[config.mk]
export PLATFORM = sky130hd
export DESIGN_NAME = lpf_uart_tx
export DESIGN_NICKNAME = d
export VERILOG_FILES = /design/src/rtl/lpf_uart_pkg.sv /design/src/rtl/lpf_uart_tx_sample_fifo.sv /design/src/rtl/lpf_uart_tx.sv
export SDC_FILE = /design/constraint.sdc
export NUM_CORES = 1
export LEC_CHECK = 0
export CAP_MARGIN = 20
export CORE_MARGIN = 3
export CORE_UTILIZATION = 51
export DETAILED_ROUTE_END_ITERATION = 10
export HOLD_SLACK_MARGIN = 0.05
export PLACE_DENSITY = 0.79
export SYNTH_ARGS = -nofsm -noshare
export SYNTH_HDL_FRONTEND = slang
export SYNTH_SLANG_ARGS = --single-unit
[constraint.sdc]
create_clock -name Clk -period 3.5 [get_ports Clk]
set_input_delay 0.525 -clock Clk [delete_from_list [all_inputs] [get_ports Clk]]
set_output_delay 0.525 -clock Clk [all_outputs]
set_load 0.01 [all_outputs]
[src/rtl/lpf_uart_pkg.sv]
// lpf_uart_pkg: shared types and constants for the FIR-output UART transmitter
package lpf_uart_pkg;

    localparam int SAMPLE_W = 16;
    localparam logic [7:0] SYNC_BYTE = 8'hA5;

    typedef enum logic [1:0] {IDLE, SYNC, HI, LO} state_t;
    typedef enum logic [1:0] {START, DATA, STOP} phase_t;

    function automatic logic [SAMPLE_W-1:0] saturate(input logic signed [31:0] s);
        return s > 32'sd32767 ? 16'h7FFF : s < -32'sd32768 ? 16'h8000 : s[SAMPLE_W-1:0];
    endfunction

endpackage

[src/rtl/lpf_uart_tx_sample_fifo.sv]
// sample_fifo: synchronous FIFO with registered read data and occupancy count
module sample_fifo #(
    parameter int WIDTH = 16,
    parameter int DEPTH = 8
) (
    input  logic                     Clk,
    input  logic                     Rst,
    input  logic                     Push,
    input  logic                     Pop,
    input  logic [WIDTH-1:0]         Wdata,
    output logic [WIDTH-1:0]         Rdata,
    output logic                     Full,
    output logic                     Empty,
    output logic [$clog2(DEPTH):0]   Level
);

    localparam int AW = $clog2(DEPTH);

    logic [WIDTH-1:0] mem [DEPTH];
    logic [AW-1:0] wr_ptr, rd_ptr;
    logic do_push, do_pop;

    assign Empty = Level == '0;
    assign Full = Level == (AW+1)'(DEPTH);
    assign do_pop = Pop && !Empty;
    // A pop frees the slot this cycle, so a push into a full FIFO is still taken
    assign do_push = Push && (!Full || do_pop);

    always_ff @(posedge Clk)
        if (do_push) mem[wr_ptr] <= Wdata;

    always_ff @(posedge Clk) begin
        if (Rst) begin
            wr_ptr <= '0;
            rd_ptr <= '0;
            Level <= '0;
            Rdata <= '0;
        end else begin
            if (do_push) wr_ptr <= wr_ptr + 1'b1;
            if (do_pop) begin
                Rdata <= mem[rd_ptr];
                rd_ptr <= rd_ptr + 1'b1;
            end
            Level <= Level + (AW+1)'(do_push) - (AW+1)'(do_pop);
        end
    end

endmodule

[src/rtl/lpf_uart_tx.sv]
// lpf_uart_tx: saturate FIR samples, queue them, send each as two 8N1 bytes (high first)
// Define FRAME_SYNC_EN to prefix every frame with sync byte A5.
module lpf_uart_tx
    import lpf_uart_pkg::*;
#(
    parameter int CLKS_PER_BIT = 868,
    parameter int FIFO_DEPTH   = 8,
    parameter int SHIFT        = 0
) (
    input  logic                          Clk,
    input  logic                          Rst,
    input  logic signed [31:0]            Yin,
    input  logic                          Sample_en,
    output logic                          Tx,
    output logic                          Busy,
    output logic                          Ovf,
    output logic [$clog2(FIFO_DEPTH):0]   Fifo_level
);

    localparam int CW = $clog2(CLKS_PER_BIT);
    localparam logic [CW-1:0] CNT_TOP = CW'(CLKS_PER_BIT - 1);
`ifdef FRAME_SYNC_EN
    localparam state_t FIRST = SYNC;
`else
    localparam state_t FIRST = HI;
`endif

    state_t state;
    phase_t phase;
    logic [CW-1:0] cnt;
    logic [2:0] bit_idx;
    logic [SAMPLE_W-1:0] hold, rd_data, sat;
    logic [7:0] cur_byte;
    logic fetched, full, empty, pop;

    assign sat = saturate(Yin >>> SHIFT);
    assign cur_byte = state == SYNC ? SYNC_BYTE : state == HI ? hold[15:8] : hold[7:0];
    // Pop one cycle early so the registered FIFO data is ready exactly at the frame boundary
    assign pop = !fetched && !empty &&
                 (state == IDLE || (state == LO && phase == STOP && cnt == CW'(1)));

    sample_fifo #(.WIDTH(SAMPLE_W), .DEPTH(FIFO_DEPTH)) u_fifo (
        .Clk   (Clk),
        .Rst   (Rst),
        .Push  (Sample_en),
        .Pop   (pop),
        .Wdata (sat),
        .Rdata (rd_data),
        .Full  (full),
        .Empty (empty),
        .Level (Fifo_level)
    );

    always_ff @(posedge Clk) begin
        if (Rst) Ovf <= 1'b0;
        else if (Sample_en && full && !pop) Ovf <= 1'b1;
    end

    always_ff @(posedge Clk) begin
        if (Rst) begin
            state <= IDLE;
            phase <= START;
            cnt <= '0;
            bit_idx <= '0;
            hold <= '0;
            fetched <= 1'b0;
            Tx <= 1'b1;
            Busy <= 1'b0;
        end else if (state == IDLE) begin
            if (fetched) begin
                hold <= rd_data;
                fetched <= 1'b0;
                Busy <= 1'b1;
                Tx <= 1'b0;
                phase <= START;
                cnt <= CNT_TOP;
                state <= FIRST;
            end else if (pop) fetched <= 1'b1;
        end else begin
            if (pop) fetched <= 1'b1;
            if (cnt != '0) cnt <= cnt - 1'b1;
            else begin
                cnt <= CNT_TOP;
                if (phase == START) begin
                    phase <= DATA;
                    bit_idx <= '0;
                    Tx <= cur_byte[0];
                end else if (phase == DATA) begin
                    phase <= bit_idx == 3'd7 ? STOP : DATA;
                    Tx <= bit_idx == 3'd7 ? 1'b1 : cur_byte[bit_idx + 3'd1];
                    bit_idx <= bit_idx + 3'd1;
                end else if (state != LO) begin
                    state <= state == SYNC ? HI : LO;
                    phase <= START;
                    Tx <= 1'b0;
                end else if (fetched) begin
                    hold <= rd_data;
                    fetched <= 1'b0;
                    state <= FIRST;
                    phase <= START;
                    Tx <= 1'b0;
                end else begin
                    state <= IDLE;
                    Busy <= 1'b0;
                end
            end
        end
    end

endmodule

==> results by group <==
Synthesis
  • Top cells by count, synth: 128 x edfxtp_1, 63 x dfxtp_1, 56 x nor2_1, 43 x mux2i_1, 32 x mux4_2
  • Post-synth ARST share: 0%
  • YS warnings: 0
  • Post-synthesis sequential area ratio: 63.6%
  • Count leader, synth: edfxtp_1
  • Flops & latches, synth: 191
  • Post-synth top area share: 47.9%
  • Top_reg_cell synth: edfxtp_1
  • Synth Cell Area: 8030 µm²
  • Post-synth EDFFs: 128
  • Synth Instances: 546
  • Syn nets: 599
  • Synth top area cells: edfxtp_1 48%, dfxtp_1 16%, mux4_2 9.0%
  • Post-synth cell types: 57
  • Biggest area consumer among synthesized cells: edfxtp_1
  • Syn avg cell area: 14.7 µm²

CTS
  • Num CTS Buffers: 17
  • CTS max path bufs: 2
  • Worst skew pair latency: 0.43 ns
  • Reg clk slew, reported paths: 0.07 ns
  • CTS sink cnt: 191
  • Post_cts resized: 0
  • Setup bufs post-CTS: 0
  • Hold-fix buffers, CTS: 0
  • CTS root buf: clkbuf_16
  • H-Tree Level Count: 4
  • CTS tree: built

STA
  • Slew headroom: 47.8%
  • Setup_tns: 0 ns
  • Skew final: 0.00920 ns
  • Final hold violation count: 0
  • Fmax: 0.375 GHz
  • Clock period minus worst slack: 2.67 ns
  • RSZ-0062 raised after global routing: false
  • Final Max Slew Viols: 0
  • Final Cycle Share: 76.2%
  • Worst Tran Pin Value: 0.780 ns
  • Setup violators final: 0

Layout
  • NumNets Final: 644
  • Ant. Diodes: 0
  • Synth-to-Final Area Change: 16.4%
  • Share of cells above drive strength 1: 15.3%
  • Design area: 9340 µm²

Critical path
  • R2r setup slk: 0.83 ns
  • Critical path arrival: 2.96 ns
  • CP bufs+invs: 1
  • Crit-path max cell delay: 0.43 ns
  • Worst setup SP type: flip-flop
  • Critical path's top delay family: adder cells
  • Reg-to-Reg Start: state[0]
  • CP Data Required Time: 3.80 ns
  • Slowest cell on the critical path: ha_1
  • Crit Path Max Fanout: 14
  • Crit-path cells: inv_1 -> ha_1 -> nand2b_1 -> o21a_1 -> a21boi_1 -> ha_1 -> fa_1 -> nor2b_1
  • Cells on worst reg2reg path: 8
  • CP endpoint kind: flip-flop
  • RR Endpoint: u_fifo.Level[1]
  • WS Path Type: reg -> reg
  • Most used cell, CP: ha_1

Route
  • Routed vias: 4695
  • WL/cell: 18.7 µm
  • Starting DRT DRC Count: 356
  • Pre-antenna DRT Iters: 5
  • Post-route ant nets: 0
  • Vias/cell: 5.77
  • Drc violations: 0
  • Detailed Route WL: 15200 µm

Power and ir drop
  • Max IR drop VDD: 446 µV
  • Leakage: 3.18 nW
  • Total power: 0.00711 W
  • Cell Pwr Density: 761 nW/µm²

Placement
  • HPWL Detailed: 9530 µm
  • GP Congestion: 0.820
  • IO buf count: 41
  • Placed Area: 8670 µm²

GRT
  • Largest net degree at the start of global routing: 64
  • Total track usage: 18.4%
  • Global route overflow: 0
  • Vias in the first global route: 4784
  • Initial antenna violation count: 0
  • First-pass GRT wire length: 25000 µm

Floorplan
  • Die area: 17300 µm²
  • Core ar.: 15300 µm²
  • Die height: 131 µm
  • FP Rows: 45
  • Starting density of the core: 52.4%
  • I/O pins: 42
  • Width of the chip: 131 µm

Min path
  • Hold WC Path Type: reg -> reg
  • Worst Hold End: bit_idx[1]
  • Hold path depth: 2
  • Launch point of the worst hold path: bit_idx[1]

Flow run
  • MaxCap Viol Count: 0

Outcome
  • Status: finished clean
[cells by family after synthesis]
| group | after synthesis | synth area share [%] |
|---|---|---|
| and+or+nand+nor | 123 | 7.89 |
| adders and majority gates | 18 | 2.90 |
| xor gates and xnor gates | 10 | 1.09 |
| muxes | 76 | 14.5 |
| buffers and inverters | 47 | 2.60 |
| AOI/OAI and AO/OA | 81 | 7.44 |
| DFF | 191 | 63.6 |
[placed cells by master, fill, tap and decap left out, types with 3 or more instances in the layout]
cell and count:
xnor2_1 7, nand3_1 7, buf_4 14, ha_1 17, nand3b_1 4, nor3_1 5, o21ai_0 5, o21a_1 16
dfxtp_1 62, mux4_2 32, nand2b_1 4, mux2i_1 43, inv_8 5, xor2_1 3, nand4_1 7, nor4_1 6
clkbuf_16 17, nand2_1 10, clkdlybuf4s50_1 40, bufinv_16 3, edfxtp_1 128, nor3_2 4, nor3b_1 3, nor2b_1 5
a21oi_1 17, nor2_1 56, a211oi_1 17, a31oi_1 3, inv_1 15
[layout make-up]
| class | count | area (µm²) |
|---|---|---|
| clock buffer | 17 | 425 |
| clock inverter | 14 | 194 |
| fill | 1119 | 5970 |
| inverter | 16 | 60.1 |
| multi-input combinational | 308 | 2730 |
| sequential | 191 | 5110 |
| tap | 211 | 264 |
| timing repair buffer | 57 | 558 |
[state kept, by name, indices dropped and copies added (netlist names)]
| register | count |
|---|---|
| fetched | 1 |
| u_fifo.Level | 4 |
| u_fifo.Rdata | 16 |
| hold | 16 |
| state | 2 |
| u_fifo.mem | 128 |
| u_fifo.rd_ptr | 3 |
| Tx | 1 |
| Ovf | 1 |
| bit_idx | 3 |
| Busy | 1 |
| phase | 2 |
| cnt | 10 |
| u_fifo.wr_ptr | 3 |
[metrics by stage]
step	utilization (%)	setup WS, ns	hold WS (ns)	std cells
CTS	60.7	0.811	0.495	812
floorplan	-	0.455	0.454	546
global placement	56.6	0.949	0.461	781
detailed placement	56.6	0.810	0.479	781
global route	61.0	0.566	0.519	814
finish	61.0	0.833	0.490	814
[worst register-to-register path, cell delays in order (launching register included)]
cell and delay [ns]:
dfxtp_1 0.34, inv_1 0.10, ha_1 0.43, nand2b_1 0.27, o21a_1 0.25, a21boi_1 0.35
ha_1 0.26, fa_1 0.42, nor2b_1 0.13
[worst max path at each step]
stage	start	endpoint	slack (ns)	cells after the start
4_1_cts	state[0]	u_fifo.Level[1]	0.81	8
6_report	state[0]	u_fifo.Level[1]	0.83	8
3_3_place_gp	state[0]	u_fifo.Level[1]	0.95	8
2_1_floorplan	u_fifo.Level[2]	u_fifo.mem[1][0]	0.45	7
3_5_place_dp	state[0]	u_fifo.Level[1]	0.81	8
5_1_grt	state[0]	u_fifo.Level[1]	0.57	8
[per-layer routing]
metal  track usage (%)  routed length [µm]  vias to the layer above
met1              23.7                6710                     2335
met3              5.09                 703                       22
li1                  -                   -                     2196
met5                 0                   0                        -
met4              6.18                 257                        0
met2              30.5                7550                      142
[power by group]
| part | internal, W | switching (W) |
|---|---|---|
| sequential | 0.00272 | 0.000246 |
| clock | 0.00115 | 0.000874 |
| combinational | 0.00100 | 0.00112 |
| total | 0.00487 | 0.00223 |
(Power assumes the default switching activity.)
